--- src/rtl/debug_bus_pkg.sv ---
// Shared types, encodings and word-packing helpers for the DTM <-> debug bus bridge.
package debug_bus_pkg;

  typedef enum logic [1:0] {
    IDLE  = 2'd0,
    WAIT  = 2'd1,
    DRAIN = 2'd2
  } state_e;

  localparam int OP_W   = 2;
  localparam int ADDR_W = 5;
  localparam int DATA_W = 34;
  localparam int REQ_W  = ADDR_W + DATA_W + OP_W;
  localparam int RESP_W = DATA_W + OP_W;

  localparam logic [1:0] RESP_SUCCESS = 2'd0;
  localparam logic [1:0] RESP_FAILURE = 2'd1;
  localparam logic [1:0] RESP_TIMEOUT = 2'd2;

  localparam logic [1:0] OP_NOP   = 2'd0;
  localparam logic [1:0] OP_READ  = 2'd1;
  localparam logic [1:0] OP_WRITE = 2'd2;

  // Request word layout is {addr, data, op}, op in the LSBs.
  function automatic logic [REQ_W-1:0] pack_req(input logic [ADDR_W-1:0] addr,
                                                input logic [DATA_W-1:0] data,
                                                input logic [OP_W-1:0]   op);
    return {addr, data, op};
  endfunction

  function automatic logic [RESP_W-1:0] pack_resp(input logic [DATA_W-1:0] data,
                                                  input logic [OP_W-1:0]   resp);
    return {data, resp};
  endfunction

endpackage

--- src/rtl/debug_bus_bridge_fifo.sv ---
// Small synchronous FIFO with valid/ready on both sides; push is gated by full,
// so a full FIFO never accepts in the same cycle it is popped.
module debug_sync_fifo #(
  parameter int WIDTH     = 8,
  parameter int DEPTH_LG2 = 1
) (
  input  logic             clk,
  input  logic             reset,
  input  logic             in_valid,
  output logic             in_ready,
  input  logic [WIDTH-1:0] in_data,
  output logic             out_valid,
  input  logic             out_ready,
  output logic [WIDTH-1:0] out_data,
  output logic             full,
  output logic             empty
);
  localparam int DEPTH     = 1 << DEPTH_LG2;
  localparam int PTR_W     = (DEPTH_LG2 > 0) ? DEPTH_LG2 : 1;
  localparam int MEM_DEPTH = 1 << PTR_W;
  localparam int CNT_W     = DEPTH_LG2 + 1;
  localparam logic [CNT_W-1:0] DEPTH_CNT = CNT_W'(DEPTH);

  logic [WIDTH-1:0] mem [MEM_DEPTH];
  logic [PTR_W-1:0] wr_ptr, rd_ptr;
  logic [CNT_W-1:0] count;
  logic             push, pop;

  assign full      = (count == DEPTH_CNT);
  assign empty     = (count == '0);
  assign in_ready  = !full;
  assign out_valid = !empty;
  assign out_data  = mem[rd_ptr];
  assign push      = in_valid && !full;
  assign pop       = out_valid && out_ready;

  always_ff @(posedge clk) begin
    if (push) mem[wr_ptr] <= in_data;
  end

  // A depth-1 FIFO keeps both pointers pinned at entry 0.
  always_ff @(posedge clk) begin
    if (reset) begin
      wr_ptr <= '0;
      rd_ptr <= '0;
      count  <= '0;
    end else begin
      if (push) wr_ptr <= (DEPTH_LG2 == 0) ? '0 : wr_ptr + PTR_W'(1);
      if (pop)  rd_ptr <= (DEPTH_LG2 == 0) ? '0 : rd_ptr + PTR_W'(1);
      case ({push, pop})
        2'b10:   count <= count + CNT_W'(1);
        2'b01:   count <= count - CNT_W'(1);
        default: count <= count;
      endcase
    end
  end

endmodule

--- src/rtl/debug_bus_bridge.sv ---
// Buffered DTM <-> debug bus bridge with one outstanding transaction, a response
// watchdog that synthesises timeout responses, and handshake/timeout counters.
//   state | meaning
//   IDLE  | may issue the head request if the response FIFO has room
//   WAIT  | one request outstanding; watchdog running
//   DRAIN | timeout already reported; swallow the late response
module debug_bus_bridge
  import debug_bus_pkg::*;
#(
  parameter int DEBUG_OP_BITS   = OP_W,
  parameter int DEBUG_ADDR_BITS = ADDR_W,
  parameter int DEBUG_DATA_BITS = DATA_W,
  parameter int REQ_DEPTH_LG2   = 1,
  parameter int RESP_DEPTH_LG2  = 1,
  parameter int TIMEOUT_CYCLES  = 1024,
  parameter int CNT_BITS        = 32
) (
  input  logic                                                   clk,
  input  logic                                                   reset,
  input  logic                                                   dtm_req_valid,
  output logic                                                   dtm_req_ready,
  input  logic [DEBUG_ADDR_BITS+DEBUG_DATA_BITS+DEBUG_OP_BITS-1:0] dtm_req_data,
  output logic                                                   dtm_resp_valid,
  input  logic                                                   dtm_resp_ready,
  output logic [DEBUG_DATA_BITS+DEBUG_OP_BITS-1:0]                 dtm_resp_data,
  output logic                                                   debug_req_valid,
  input  logic                                                   debug_req_ready,
  output logic [DEBUG_ADDR_BITS-1:0]                             debug_req_bits_addr,
  output logic [DEBUG_DATA_BITS-1:0]                             debug_req_bits_data,
  output logic [DEBUG_OP_BITS-1:0]                               debug_req_bits_op,
  input  logic                                                   debug_resp_valid,
  output logic                                                   debug_resp_ready,
  input  logic [DEBUG_DATA_BITS-1:0]                             debug_resp_bits_data,
  input  logic [DEBUG_OP_BITS-1:0]                               debug_resp_bits_resp,
  output logic                                                   busy,
  output logic [CNT_BITS-1:0]                                    req_count,
  output logic [CNT_BITS-1:0]                                    timeout_count
);
  localparam int REQ_BITS  = DEBUG_ADDR_BITS + DEBUG_DATA_BITS + DEBUG_OP_BITS;
  localparam int RESP_BITS = DEBUG_DATA_BITS + DEBUG_OP_BITS;
  localparam int WD_W      = (TIMEOUT_CYCLES > 0) ? $clog2(TIMEOUT_CYCLES + 1) : 1;
  localparam logic [WD_W-1:0] WD_MAX = WD_W'(TIMEOUT_CYCLES);
  localparam bit   WD_EN  = (TIMEOUT_CYCLES != 0);

  state_e                 state, state_next;
  logic                   req_in_ready, req_out_valid, req_full, req_empty;
  logic [REQ_BITS-1:0]    req_out_data;
  logic                   resp_in_ready, resp_out_valid, resp_full, resp_empty;
  logic [RESP_BITS-1:0]   resp_in_data;
  logic                   resp_push, req_fire, timeout_fire;
  logic [WD_W-1:0]        wd;

  debug_sync_fifo #(.WIDTH(REQ_BITS), .DEPTH_LG2(REQ_DEPTH_LG2)) u_req_fifo (
    .clk      (clk),
    .reset    (reset),
    .in_valid (dtm_req_valid && !reset),
    .in_ready (req_in_ready),
    .in_data  (dtm_req_data),
    .out_valid(req_out_valid),
    .out_ready(req_fire),
    .out_data (req_out_data),
    .full     (req_full),
    .empty    (req_empty)
  );

  debug_sync_fifo #(.WIDTH(RESP_BITS), .DEPTH_LG2(RESP_DEPTH_LG2)) u_resp_fifo (
    .clk      (clk),
    .reset    (reset),
    .in_valid (resp_push),
    .in_ready (resp_in_ready),
    .in_data  (resp_in_data),
    .out_valid(resp_out_valid),
    .out_ready(dtm_resp_ready && !reset),
    .out_data (dtm_resp_data),
    .full     (resp_full),
    .empty    (resp_empty)
  );

  assign dtm_req_ready       = req_in_ready && !reset;
  assign dtm_resp_valid      = resp_out_valid && !reset;
  assign debug_req_bits_op   = req_out_data[DEBUG_OP_BITS-1:0];
  assign debug_req_bits_data = req_out_data[DEBUG_OP_BITS +: DEBUG_DATA_BITS];
  assign debug_req_bits_addr = req_out_data[DEBUG_OP_BITS+DEBUG_DATA_BITS +: DEBUG_ADDR_BITS];
  assign resp_in_data = timeout_fire
                        ? {{DEBUG_DATA_BITS{1'b0}}, DEBUG_OP_BITS'(RESP_TIMEOUT)}
                        : {debug_resp_bits_data, debug_resp_bits_resp};
  assign busy = (state != IDLE) || !req_empty || req_full || !resp_empty;

  always_ff @(posedge clk) begin
    if (reset) state <= IDLE;
    else       state <= state_next;
  end

  always_comb begin
    state_next       = state;
    debug_req_valid  = 1'b0;
    debug_resp_ready = 1'b0;
    req_fire         = 1'b0;
    resp_push        = 1'b0;
    timeout_fire     = 1'b0;
    if (!reset) begin
      case (state)
        IDLE: begin
          // Only issue when the answer is guaranteed a slot in the response FIFO.
          debug_req_valid = req_out_valid && !resp_full;
          if (req_out_valid && !resp_full && debug_req_ready) begin
            req_fire   = 1'b1;
            state_next = WAIT;
          end
        end
        WAIT: begin
          debug_resp_ready = resp_in_ready;
          if (debug_resp_valid && resp_in_ready) begin
            resp_push  = 1'b1;
            state_next = IDLE;
          end else if (WD_EN && (wd == WD_MAX) && !resp_full) begin
            resp_push    = 1'b1;
            timeout_fire = 1'b1;
            state_next   = DRAIN;
          end
        end
        DRAIN: begin
          debug_resp_ready = 1'b1;
          if (debug_resp_valid) state_next = IDLE;
        end
        default: state_next = IDLE;
      endcase
    end
  end

  always_ff @(posedge clk) begin
    if (reset) begin
      wd            <= '0;
      req_count     <= '0;
      timeout_count <= '0;
    end else begin
      if (req_fire) begin
        wd        <= '0;
        req_count <= req_count + CNT_BITS'(1);
      end else if (state == WAIT && wd != WD_MAX) begin
        wd <= wd + WD_W'(1);
      end
      if (timeout_fire) timeout_count <= timeout_count + CNT_BITS'(1);
    end
  end

endmodule

--- config.mk ---
export PLATFORM = sky130hd
export DESIGN_NAME = debug_bus_bridge
export DESIGN_NICKNAME = d
export VERILOG_FILES = /design/src/rtl/debug_bus_pkg.sv /design/src/rtl/debug_bus_bridge_fifo.sv /design/src/rtl/debug_bus_bridge.sv
export SDC_FILE = /design/constraint.sdc
export NUM_CORES = 1
export LEC_CHECK = 0
export CAP_MARGIN = 0
export CORE_MARGIN = 5
export CORE_UTILIZATION = 35
export CTS_CLUSTER_DIAMETER = 80
export DETAILED_ROUTE_END_ITERATION = 7
export DONT_BUFFER_PORTS = 1
export SLEW_MARGIN = 20
export SYNTH_ARGS = -nofsm -noshare
export SYNTH_HDL_FRONTEND = slang
export SYNTH_SLANG_ARGS = --single-unit
--- constraint.sdc ---
create_clock -name clk -period 4.2 [get_ports clk]
set_input_delay 0.42 -clock clk [delete_from_list [all_inputs] [get_ports clk]]
set_output_delay 0.42 -clock clk [all_outputs]
set_load 0.01 [all_outputs]
==> impl_metrics.tcl, run 1 <==
set metrics [dict create \
    hold_viol 0 \
    tightest_slew_ns 1.02 \
    start_kind "register" \
    drc_errors 0 \
    r2r-end "u_resp_fifo.count[1]$_SDFFE_PP0P_" \
    path_max_fanout 10 \
    grt_pass1_wl_um 33100 \
    max-clock-path-buffers 3 \
    syn_nets 874 \
    vias 6100 \
    netlist_area_um2 10000 \
    start_util_pct 35.2 \
    insertion_delay_ns 0.54 \
    maxClockFrequency_mhz 358 \
    finalCritPeriodShare_pct 66.5 \
    dieArea_um2 32100 \
    antenna_left 0 \
    rr_startpoint "wd[0]$_SDFFE_PP0P_" \
    fp.dieW_um 179 \
    layout_common_cells "edfxtp_1 (154), dfxtp_1 (85), mux2_2 (78)" \
    hpwl_um 15000 \
    grt_pass1_vias 5857 \
    finalSetupViolCount 0 \
    die_h_um 179 \
    drv_slew 0 \
    fin_skew_ns 0.0171 \
    layout_commonest_cell "edfxtp_1" \
    htreeDepth 1 \
    cts_buffers 27 \
    drt_iter0_markers 333 \
    worstHoldPathType "in -> reg" \
    cp.required_ns 4.67 \
    postCtsHoldBufs 42 \
    r2r_cells 8 \
    cts_setup_buffers 0 \
    synth_edf_count 154 \
    synth.avg_cell_area_um2 12.8 \
    core_area_um2 28500 \
    seq_area_um2 6370 \
    synth_ff_type "edfxtp_1" \
    period_minus_slack_ns 2.79 \
    grt.overflow.total 0 \
    areaGrowthSynthToFinish_pct 16.9 \
    std_cell_rows 62 \
    crit_path_end_kind "register" \
    post-place-ws_ns 1.40 \
    drt-total-wl_um 22200 \
    arrival_ns 3.26 \
    pin_count 229 \
    min_from "debug_resp_bits_data[8]" \
    p_per_area_nw_per_um2 447 \
    multiInputGateArea_um2 3470 \
    port_buffers 0 \
    synth-seq-cells 241 \
    fin_ws_ns 1.41 \
    max_cap_violations 0 \
    cts_tree "done" \
    final.setup.tns_ns 0 \
    p_leak_nw 3.74 \
    seqPwrFrac_pct 50.2 \
    yosys_warnings 0 \
    firstDrtPassIters 4 \
    nets 913 \
    combPwrFrac_pct 6.0 \
    crit_type "reg -> reg" \
    status "finished, final reports clean" \
    finalHoldWorstSlack_ns 0.104 \
    grt_max_degree 73 \
    hold_end "u_resp_fifo.mem[0][10]$_DFFE_PP_" \
    swShare_pct 22.0 \
    synthCells 782 \
    routabilityCongestion 0.746 \
    wire_per_inst_um 18.1 \
    async_flop_share_pct 0 \
    synth.distinct_cells 45 \
    slew_headroom_pct 31.7 \
    grt_setup_unrepaired "no" \
    p_clk_share_pct 43.9 \
    fill_cells 2686 \
    drive_gt1_share_pct 17.0 \
    antenna_found_initial 2 \
    grt_usage_pct 12.9 \
    ctsResizeCount 0 \
    holdPathStages 1 \
    p_int_mw 4.08 \
    ir_drop_mv 0.263 \
    seq_area_frac_synth_pct 63.5 \
    vias_per_cell 4.97 \
    regToRegSetupSlack_ns 1.41 \
    clk_pin_slew_ns 0.06 \
    power.switching_mw 1.15 \
    cts_sinks 241 \
    clock-root-buffer "clkbuf_16" \
]
## power by group through the flow
stage	clock network [mW]	logic [mW]	registers, mW
floorplan	0	0.239	2.65
global placement	0	0.262	2.68
detailed placement	0	0.263	2.68
CTS	2.36	0.317	2.63
global route	2.47	0.338	2.63
finish	2.30	0.312	2.62
## area by class of cell
cell class / instances / area share, %
multi-input cells: 491 / 29.6
clock buffers: 38 / 6.31
inverters: 14 / 0.449
flip-flops and latches: 241 / 54.4
repair buffers: 46 / 3.99
well taps: 384 / 4.10
diodes: 1 / 0.0214
clock inverters: 12 / 1.17
## cell families (layout without fill, tap and decap cells)
group                      count (synthesis)  in the layout  synth area share [%]
and+or+nand+nor                          284            284                  16.1
DFF                                      241            241                  63.5
muxes                                     80             80                  8.97
AOI/OAI and AO/OA                         65             65                  3.50
xor gates and xnor gates                  53             53                  4.63
buffers and inverters                     50            110                  2.09
adders and majority gates                  9              9                  1.12
other                                      0              1                     0
## cell usage after synthesis (7+ instances only)
cell type | instances | area, µm²
a21oi_1 | 33 | 165
nor4_1 | 7 | 43.8
and4_1 | 11 | 96.3
ha_1 | 9 | 113
xor2_1 | 25 | 219
nand3_1 | 24 | 120
nand2_1 | 27 | 101
dfxtp_1 | 87 | 1740
inv_1 | 14 | 52.6
and2_1 | 44 | 275
nor2_1 | 71 | 267
or3_1 | 22 | 138
nor3_1 | 11 | 55.1
and3_1 | 10 | 62.6
edfxtp_1 | 154 | 4620
mux2_2 | 78 | 878
nand4_1 | 30 | 188
o21ai_0 | 25 | 125
clkbuf_1 | 23 | 86.3
buf_1 | 8 | 30.0
xnor2_1 | 28 | 245
## per-stage QoR
stage / utilization (%) / power (mW) / area [µm²] / std cells
2_1_floorplan: - / 2.89 / 10000 / 782
3_3_place_gp: 36.5 / 2.94 / 10400 / 1134
3_5_place_dp: 36.5 / 2.94 / 10400 / 1134
4_1_cts: 41.1 / 5.30 / 11700 / 1226
5_1_grt: 41.2 / 5.43 / 11700 / 1227
6_report: 41.2 / 5.23 / 11700 / 1227
## layer usage
layer / share of wire, % / up-vias / global-route usage, %
met5: 0.049 / - / 0
met1: 41 / 2919 / 16.2
met2: 46 / 204 / 21.1
met4: 1.6 / 2 / 2.95
li1: - / 2947 / -
met3: 12 / 28 / 5.15
## registers in the layout (all words and copies together) (netlist names), named ones only
signal,flops
req_count,32
state,2
timeout_count,32
u_req_fifo.count,2
u_req_fifo.mem,82
u_req_fifo.rd_ptr,1
u_req_fifo.wr_ptr,1
u_resp_fifo.count,2
u_resp_fifo.mem,72
u_resp_fifo.rd_ptr,1
u_resp_fifo.wr_ptr,1
wd,11
## worst max-delay path by stage
| stage | endpoint | start | cells after the start |
|---|---|---|---|
| 5_1_grt | u_resp_fifo.count[1]$_SDFFE_PP0P_ | wd[0]$_SDFFE_PP0P_ | 8 |
| 3_5_place_dp | u_resp_fifo.count[1]$_SDFFE_PP0P_ | wd[0]$_SDFFE_PP0P_ | 8 |
| 3_3_place_gp | u_resp_fifo.count[1]$_SDFFE_PP0P_ | wd[0]$_SDFFE_PP0P_ | 8 |
| 6_report | u_resp_fifo.count[1]$_SDFFE_PP0P_ | wd[0]$_SDFFE_PP0P_ | 8 |
| 4_1_cts | u_resp_fifo.count[1]$_SDFFE_PP0P_ | wd[0]$_SDFFE_PP0P_ | 8 |
| 2_1_floorplan | u_req_fifo.mem[0][0]$_DFFE_PP_ | reset | 4 |
## worst max-delay path, cell delays in order (launching register included)
cell and delay (ns):
dfxtp_1 0.35, inv_1 0.09, ha_1 0.19, nor2b_1 0.14, and3_1 0.27, o21ai_0 0.79, ha_1 0.41, or3_1 0.35
a21oi_1 0.13
(Power assumes the default switching activity.)
==> run 2: changes to the inputs <==
Clock period 4.2 ns to 2.8 ns, I/O delays scaled along.
==> run 2 against run 1 <==
Net effect:
- flip-flop and latch count unchanged
- clock-buffer cell count decreased by 5
- core utilization increased by 1.9 points
- total power increased by 55%
- critical endpoint is now timeout_count[23]$_SDFFE_PP0P_
- largest power group unchanged
==> impl_metrics.tcl, run 2 (synthesis results as in run 1) <==
set metrics [dict create \
    start_kind "register" \
    p_per_area_nw_per_um2 660 \
    crit_path_cell_trace "inv_1 -> ha_1 -> nand2b_1 -> nor3_4 -> nand4_4 -> or4_1 -> a21oi_1" \
    areaGrowthSynthToFinish_pct 22.3 \
    cts_sinks 241 \
    r2r_cells 7 \
    start_util_pct 35.2 \
    vias 6307 \
    placed_cell_area_um2 10500 \
    worst_path_dominant_cell_family "simple AND/OR/NAND/NOR gates" \
    insertion_delay_ns 0.52 \
    crit_type "reg -> reg" \
    antenna_left 0 \
    max-clock-path-buffers 3 \
    vias_per_cell 4.96 \
    fin_cells 1271 \
    finalSetupViolCount 0 \
    wire_per_inst_um 18.5 \
    path_max_fanout 22 \
    cp.depth 7 \
    grt.overflow.total 0 \
    die_h_um 179 \
    clock-root-buffer "clkbuf_16" \
    fin_area_um2 12300 \
    fin_ws_ns 0.376 \
    routabilityCongestion 0.699 \
    dieArea_um2 32100 \
    period_minus_slack_ns 2.42 \
    post-place-ws_ns 0.432 \
    grt_setup_unrepaired "no" \
    worstHoldPathType "in -> reg" \
    top_regs "u_req_fifo.mem (82), u_resp_fifo.mem (72)" \
    hpwl_um 15500 \
    maxClockFrequency_mhz 413 \
    drive_gt1_share_pct 17.5 \
    tightest_slew_ns 0.705 \
    status "finished, final reports clean" \
    largest_reg_flops 82 \
    grt_usage_pct 13.8 \
    slew_headroom_pct 52.9 \
    layout_common_cells "edfxtp_1 (154), dfxtp_1 (85), mux2_2 (78), dlygate4sd3_1 (78), nor2_1 (68)" \
    std_cell_rows 62 \
    drv_slew 0 \
    largest-register "u_req_fifo.mem" \
    cts_setup_buffers 0 \
    fp.dieW_um 179 \
    drc_errors 0 \
    htreeDepth 1 \
    postCtsHoldBufs 79 \
    fill_cells 2617 \
    antenna_found_initial 0 \
    pin_count 229 \
    cts_tree "done" \
    drt-total-wl_um 23600 \
    nets 961 \
    max_cap_violations 0 \
    cp_num_buf_inv 1 \
    grt_pass1_vias 6185 \
    clk_pin_slew_ns 0.06 \
    arrival_ns 2.86 \
    grt_max_degree 74 \
    p_total_mw 8.09 \
    layout_commonest_cell "edfxtp_1" \
    cp.required_ns 3.24 \
    slowest_stage "or4_1" \
    ir_drop_mv 0.379 \
    port_buffers 0 \
    finalHoldWorstSlack_ns 0.0453 \
    hold_viol 0 \
    grt_pass1_wl_um 35200 \
    fin_skew_ns 0.0116 \
    place_inst 1145 \
    holdPathStages 2 \
    antenna_cells 0 \
    p_leak_nw 3.99 \
    finalCritPeriodShare_pct 86.6 \
    firstDrtPassIters 6 \
    crit_path_end_kind "register" \
    cts_buffers 27 \
    drt_iter0_markers 314 \
    max_stage_delay_ns 0.58 \
    ctsResizeCount 0 \
    core_area_um2 28500 \
]
## run 2: changes by cell type in the layout (fill, tap and decap cells not counted), sizes merged
cell         change
inv              -2
clkinvlp         -1
buf             +11
clkbuf           -5
dlygate4sd3     +37
bufinv           +1
diode            -1
clkinv           +4
## run 2: area by class of cell
type / count / area [µm²] / area share [%]
Clock buffer: 33 / 772 / 6.30
Clock inverter: 14 / 155 / 1.27
Inverter: 14 / 52.6 / 0.429
Multi-Input combinational cell: 491 / 3470 / 28.3
Sequential cell: 241 / 6370 / 52.0
Tap cell: 384 / 480 / 3.92
Timing Repair Buffer: 94 / 958 / 7.82
## run 2: worst reg2reg max path: cells and delay by family (launching register included)
family	cells	cell delay, ns
AND/OR/NAND/NOR	4	1.46
adder cells (fa/ha/maj)	1	0.32
flip-flops	1	0.31
AO/OA/AOI/OAI	1	0.17
buffers and inverters	1	0.09
## run 2: final timing paths
kind                                          to  slack, ns                           start
setup reg to reg  timeout_count[23]$_SDFFE_PP0P_       0.38           state[1]$_SDFFE_PP0P_
hold reg to reg   u_req_fifo.rd_ptr$_SDFFE_PP0N_       0.52  u_req_fifo.rd_ptr$_SDFFE_PP0N_
hold / removal             state[1]$_SDFFE_PP0P_       0.05                debug_resp_valid
setup / recovery  timeout_count[23]$_SDFFE_PP0P_       0.38           state[1]$_SDFFE_PP0P_
## run 2: per-layer routing
layer  vias up  GRT usage, %  part of all wire [%]
li1       3047             -                     -
met1      3024          17.1                    42
met2       200          22.8                    47
met3        36          5.23                    10
met4         0          3.21                   1.6
met5         -             0                     0
## run 2: per-stage QoR
stage / utilization (%) / TNS [ns]
floorplan: - / -26.09
global placement: 36.9 / 0
detailed placement: 36.9 / 0
CTS: 43.0 / 0
global route: 43.0 / 0
finish: 43.0 / 0
## run 2: where the power goes
part	internal, mW	leakage, nW	switching [mW]	total (mW)
Clock	2.23	0.459	1.39	3.62
Sequential	3.87	2.10	0.0554	3.92
Combinational	0.252	1.43	0.291	0.544
